==> src/rtl/bcd_pkg.sv <==
// bcd_pkg: shared BCD digit types, limits and helpers
package bcd_pkg;
    localparam int BCD_DIGIT_W = 4;
    localparam logic [BCD_DIGIT_W-1:0] BCD_MAX_DIGIT = 4'd9;
    typedef logic [BCD_DIGIT_W-1:0] bcd_digit_t;
    function automatic logic is_bcd_digit(input bcd_digit_t d);
        return d <= BCD_MAX_DIGIT;
    endfunction
endpackage

==> src/rtl/bcd_digit_inc.sv <==
// bcd_digit_inc: combinational single-digit BCD increment with carry and validity flag
module bcd_digit_inc
    import bcd_pkg::*;
(
    input  bcd_digit_t digit,
    input  logic       cin,
    output bcd_digit_t digit_out,
    output logic       cout,
    output logic       invalid
);
    assign cout      = cin && (digit == BCD_MAX_DIGIT);
    assign digit_out = cout ? '0 : digit + bcd_digit_t'(cin);
    assign invalid   = !is_bcd_digit(digit);
endmodule

==> src/rtl/bcd_incrementor.sv <==
// bcd_incrementor: registered packed-BCD +1 with decimal carry-out and invalid-digit flag
module bcd_incrementor
    import bcd_pkg::*;
#(
    parameter int DIGITS = 3
) (
    input  logic                          clk,
    input  logic                          rst,
    input  logic                          in_valid,
    input  logic [BCD_DIGIT_W*DIGITS-1:0] in_bcd,
    output logic                          out_valid,
    output logic [BCD_DIGIT_W*DIGITS-1:0] out_bcd,
    output logic                          carry_out,
    output logic                          err
);
    logic [DIGITS:0]                 carry;
    logic [DIGITS-1:0]               invalid;
    logic [BCD_DIGIT_W*DIGITS-1:0]   inc;
    logic                            bad;
    assign carry[0] = 1'b1;
    assign bad      = |invalid;
    for (genvar i = 0; i < DIGITS; i++) begin : g_digit
        bcd_digit_inc u_digit (
            .digit    (in_bcd[BCD_DIGIT_W*i +: BCD_DIGIT_W]),
            .cin      (carry[i]),
            .digit_out(inc[BCD_DIGIT_W*i +: BCD_DIGIT_W]),
            .cout     (carry[i+1]),
            .invalid  (invalid[i])
        );
    end
    // An invalid operand passes through untouched so no partial increment escapes.
    always_ff @(posedge clk or posedge rst) begin
        if (rst) begin
            out_valid <= 1'b0;
            out_bcd   <= '0;
            carry_out <= 1'b0;
            err       <= 1'b0;
        end else begin
            out_valid <= in_valid;
            if (in_valid) begin
                out_bcd   <= bad ? in_bcd : inc;
                carry_out <= !bad && carry[DIGITS];
                err       <= bad;
            end
        end
    end
endmodule

==> config.mk <==
export PLATFORM = sky130hd
export DESIGN_NAME = bcd_incrementor
export DESIGN_NICKNAME = d
export VERILOG_FILES = /design/src/rtl/bcd_pkg.sv /design/src/rtl/bcd_digit_inc.sv /design/src/rtl/bcd_incrementor.sv
export SDC_FILE = /design/constraint.sdc
export NUM_CORES = 1
export LEC_CHECK = 0
export CAP_MARGIN = 20
export CORE_MARGIN = 5
export CORE_UTILIZATION = 52
export DETAILED_ROUTE_END_ITERATION = 7
export PLACE_DENSITY = 0.88
export SYNTH_ARGS = -nofsm -noshare
export SYNTH_HDL_FRONTEND = slang
export SYNTH_HIERARCHICAL = 1
export SYNTH_SLANG_ARGS = --single-unit
==> constraint.sdc <==
create_clock -name clk -period 2 [get_ports clk]
set_clock_uncertainty 0.05 [all_clocks]
set_input_delay 0.2 -clock clk [delete_from_list [all_inputs] [get_ports clk]]
set_output_delay 0.2 -clock clk [all_outputs]
set_load 0.02 [all_outputs]
**After elaboration in Yosys (flattened, before gate mapping)**

Index checks and enable logic that the tools add are counted.
Widths: inputs -> output; s select.

- Bits in registers: 15
- Output and inout port bits: 15
- Word-level logic and storage cells: 25

- Add/subtract/negate cells: 3
- Magnitude comparators: 3
- Eq/ne operators: 3
- Muxes and demuxes: 4
- Reductions and logical operators: 8

Operators by type and width:

| kind | count |
|---|---|
| $eq 4x4->1 const B | 3 |
| $le 4x4->1 const B | 3 |
| $mux 12 | 1 |
| $mux 4 | 3 |
| $add 4x1->4 | 2 |
| $add 4x1->4 const B | 1 |
| $logic_not 1->1 | 4 |
| $logic_and 1x1->1 | 3 |
| $reduce_or 3->1 | 1 |

**Depth between registers and ports, before layout**

- Depth in word-level cells: 5
- Mapped depth: 10
- Depth with buffers taken out: 10

**By module**

The synthesis kept the hierarchy.

Modules (own cells, without submodules):

| module | instances | cells each | area an instance (µm²) | seq. area each (µm²) |
|---|---|---|---|---|
| bcd_incrementor | 1 | 78 | 759.5 | 375.4 |
| bcd_digit_inc (g_digit[0].u_digit ...) | 2 | 15 | 128.9 | 0.0 |
| bcd_digit_inc (g_digit[2].u_digit) | 1 | 18 | 121.4 | 0.0 |

**Worst setup path before layout**

OpenSTA, ideal clock, no wires.

- Path type: input to register
- Start: input port in_bcd[1]
- End: register out_bcd[9]
- Library setup time: 0.148 ns
- Arrival time: 1.425 ns
- Data required time: 1.802 ns
- Slack: 0.376 ns
- Stages on the path: 9
- Buffers on the path: 0
- Path through: nand4b_4 nor2_4 nand4b_4 nor2_4 ha_1 ha_1 nor2b_1 nand2_1 o221ai_1

- Longest elaborated chain between the ends: 5
- Elaborated cells between the ends (all ways): 9
- Those cells by class: add/sub (1); order compare (1); eq/ne (1); mux (2); reduce/logical (4)

Ends and longest elaborated chain:

| element | line | RTL |
|---|---|---|
| start: declaration | bcd_incrementor.sv:10 | `input logic [BCD_DIGIT_W*DIGITS-1:0] in_bcd,` |
| $eq 4x4->1 * | bcd_digit_inc.sv:11 | `assign cout = cin && (digit == BCD_MAX_DIGIT);` |
| net carry[1] | bcd_incrementor.sv:16 | `logic [DIGITS:0] carry;` |
| $logic_and 1x1->1 * | bcd_digit_inc.sv:11 |  |
| net carry[2] | bcd_incrementor.sv:16 |  |
| $add 4x1->4 / $logic_and 1x1->1 (equally long branches) | bcd_digit_inc.sv:12, bcd_digit_inc.sv:11 |  |
| $mux 4 * | bcd_digit_inc.sv:12 | `assign digit_out = cout ? '0 : digit + bcd_digit_t'(cin);` |
| net inc[9] | bcd_incrementor.sv:18 | `logic [BCD_DIGIT_W*DIGITS-1:0] inc;` |
| $mux 12 * | bcd_incrementor.sv:41 | `out_bcd <= bad ? in_bcd : inc;` |
| end signal: assignment | bcd_incrementor.sv:41 |  |
| end: declaration | bcd_incrementor.sv:12 | `output logic [BCD_DIGIT_W*DIGITS-1:0] out_bcd,` |

Mark *: on every way through the listed nets, which the timed path passes. The rest lies on a longest branch.
A chain may end at the register's enable or synchronous reset.

**Worst setup path in the final report**

- Start: input port in_bcd[1]
- End: register out_bcd[10]

The elaborated chain is that of the path after synthesis.

==> results.ini <==
[outcome]
status=finished clean

[critical_path]
startpoint_type=input pin
critical_path_class=input pin to flop
r2r_end=err
arrival_ps=1990
r2r-start=err
reg2reg_setup_slack_ps=1200
path_max_fanout=4
worstPathRequired_ps=2090
worst_setup_path_end_kind=flop
critPathLaunch=in_bcd[1]
reg2reg_depth=1

[finish]
final_nets=191
syn2layout_area_growth_pct=40.9
n_antenna_cell=0
fin_util=0.747
drive_above_1_share=0.172
final_common_cell=clkdlybuf4s50_1
final_cell_mix=clkdlybuf4s50_1 (27), inv_1 (19), nand2_1 (17), dfrtp_1 (15), buf_4 (15)
fillers=157

[routing]
vias_per_cell=5.54
route.detailed.drc=0
drtAntennaViolNets=0
drtPass1Iterations=4
via_count=1091
wire_per_inst_um=13.4
drt-initial-drc-count=43
routed_wl_um=2640

[global_routing]
grt_start_max_net_pins=41
track_usage=0.177
grt_antenna_before_repair=0
gr-total-overflow=0
first_global_vias=1031
grt_pass1_wl_um=4660

[sta]
period_share=0.951
hold_violations=0
fmax_mhz=526
fin_crit_ps=1900
fin_tns_setup_ps=0
setup_viol=0
grt_setup_unrepaired=no
worst_slew_pin_slew_ps=547
maxSlewViolCount=0
holdWs_ps=202
slew_headroom=0.635

[placement]
hpwl_um=2150
io_buffers=29
gp_congestion=0.873

[die]
die-height_um=56.8
rows=17
dieArea_um2=3230
die-width_um=56.8
initial_core_util=0.530
fp.coreArea_um2=2150
ios=30

[logic_synthesis]
synth_warnings=6
yosys.cell_types.count=28
synthCells=126
netlist_area_um2=1140
syn_avg_cell_area_um2=9.04
ys_seq_area_frac=0.330
synth.ff_latch_count=15

[run]
drv_cap=0

[clock_tree]
clock_path_buffers=2
ctsHoldBuffers=0
cts_buffers=3
clk_latency_ps=280
cts-root-buf=clkbuf_4
clk_pin_slew_ps=90
cts-htree-levels=1
cts.sinks=15
cts_tree=done

[power_and_ir_drop]
vdd_drop_max_v=0.000394
power_mw=0.837
powerDensity_nw_per_um2=522
p_leak_nw=0.709

[worst_hold_path]
min_path_type=input pin to async pin

-- through the flow --
stage | cells | area [um^2] | setup WS, ps
after floorplan | 128 | 1150 | 376
final | 197 | 1600 | 98.7
after global routing | 197 | 1600 | 18.2
after CTS | 195 | 1570 | 21.3
after detailed placement | 191 | 1550 | -351
after global placement | 191 | 1550 | -206
-- area by class of cell --
class,count,area (um^2),share of cell area
Inverter,19,71.3,0.0445
Timing Repair Buffer,45,424,0.264
Clock buffer,4,26.3,0.0164
Tap cell,28,35.0,0.0218
Multi-Input combinational cell,86,672,0.419
Sequential cell,15,375,0.234
-- how the worst max path moves through the flow --
stage / to / depth (start not counted)
global route: out_bcd[9] / 10
floorplan: out_bcd[9] / 9
detailed placement: out_bcd[10] / 11
global placement: out_bcd[9] / 10
finish: out_bcd[10] / 10
CTS: out_bcd[10] / 11
-- Yosys cell counts --
master | n | area [um^2]
a211oi_1 | 1 | 7.51
a211oi_2 | 2 | 25.0
a21oi_1 | 3 | 15.0
and4_1 | 2 | 17.5
buf_2 | 2 | 10.0
buf_6 | 1 | 11.3
clkbuf_1 | 5 | 18.8
conb_1 | 1 | 3.75
dfrtp_1 | 15 | 375
ha_1 | 6 | 75.1
inv_1 | 19 | 71.3
mux2_2 | 1 | 11.3
nand2_1 | 17 | 63.8
nand3_1 | 2 | 10.0
nand4b_4 | 2 | 47.6
nor2_1 | 2 | 7.51
nor2_4 | 2 | 22.5
nor2b_1 | 6 | 37.5
nor3_1 | 1 | 5.00
nor4_4 | 1 | 21.3
o21a_1 | 2 | 15.0
o21ai_0 | 2 | 10.0
o21ai_1 | 4 | 20.0
o221ai_1 | 12 | 105
o22ai_1 | 1 | 6.26
o311ai_0 | 12 | 105
o311ai_1 | 1 | 8.76
or3_4 | 1 | 11.3
-- flip-flops by register name (all words and copies together) (netlist names) --
signal and cells:
out_valid 1, err 1, out_bcd 12, carry_out 1
-- cell families after synthesis --
logic type | after synthesis | share of synthesized area
buffers and inverters | 27 | 0.0978
multiplexers | 1 | 0.00989
other | 1 | 0.00329
AND/OR/NAND/NOR | 36 | 0.214
flip-flops | 15 | 0.330
AO/OA/AOI/OAI | 40 | 0.279
adder cells (fa/ha/maj) | 6 | 0.0659
-- power by group --
part	switching [mW]	total [mW]	internal, mW
Sequential	0.0172	0.354	0.337
Clock	0.0931	0.171	0.0775
Combinational	0.161	0.312	0.151
-- per-layer routing --
metal | vias to the layer above | part of all wire | GRT usage
li1 | 554 | - | -
met5 | - | 0 | 0
met1 | 491 | 0.46 | 0.246
met4 | 0 | 0.015 | 0.0629
met3 | 4 | 0.057 | 0.0161
met2 | 42 | 0.47 | 0.284
-- worst max-delay path, cell delays in order --
cell and delay, ps:
clkdlybuf4s50_1 420, nand4b_4 200, nor2_4 190, nand4b_4 140, nor2_4 150, nand2_1 140, o311ai_1 250, o21ai_1 110
nand2_1 90, o221ai_1 110
-- timing repair --
action                     in CTS  in global routing
pin swaps                       0                  1
gates resized for setup         1                  3
setup buffers                   0                  2
setup endpoints to repair       2                  3
cloned                          0                  0
No activity file was read; power rests on OpenSTA's default activity.
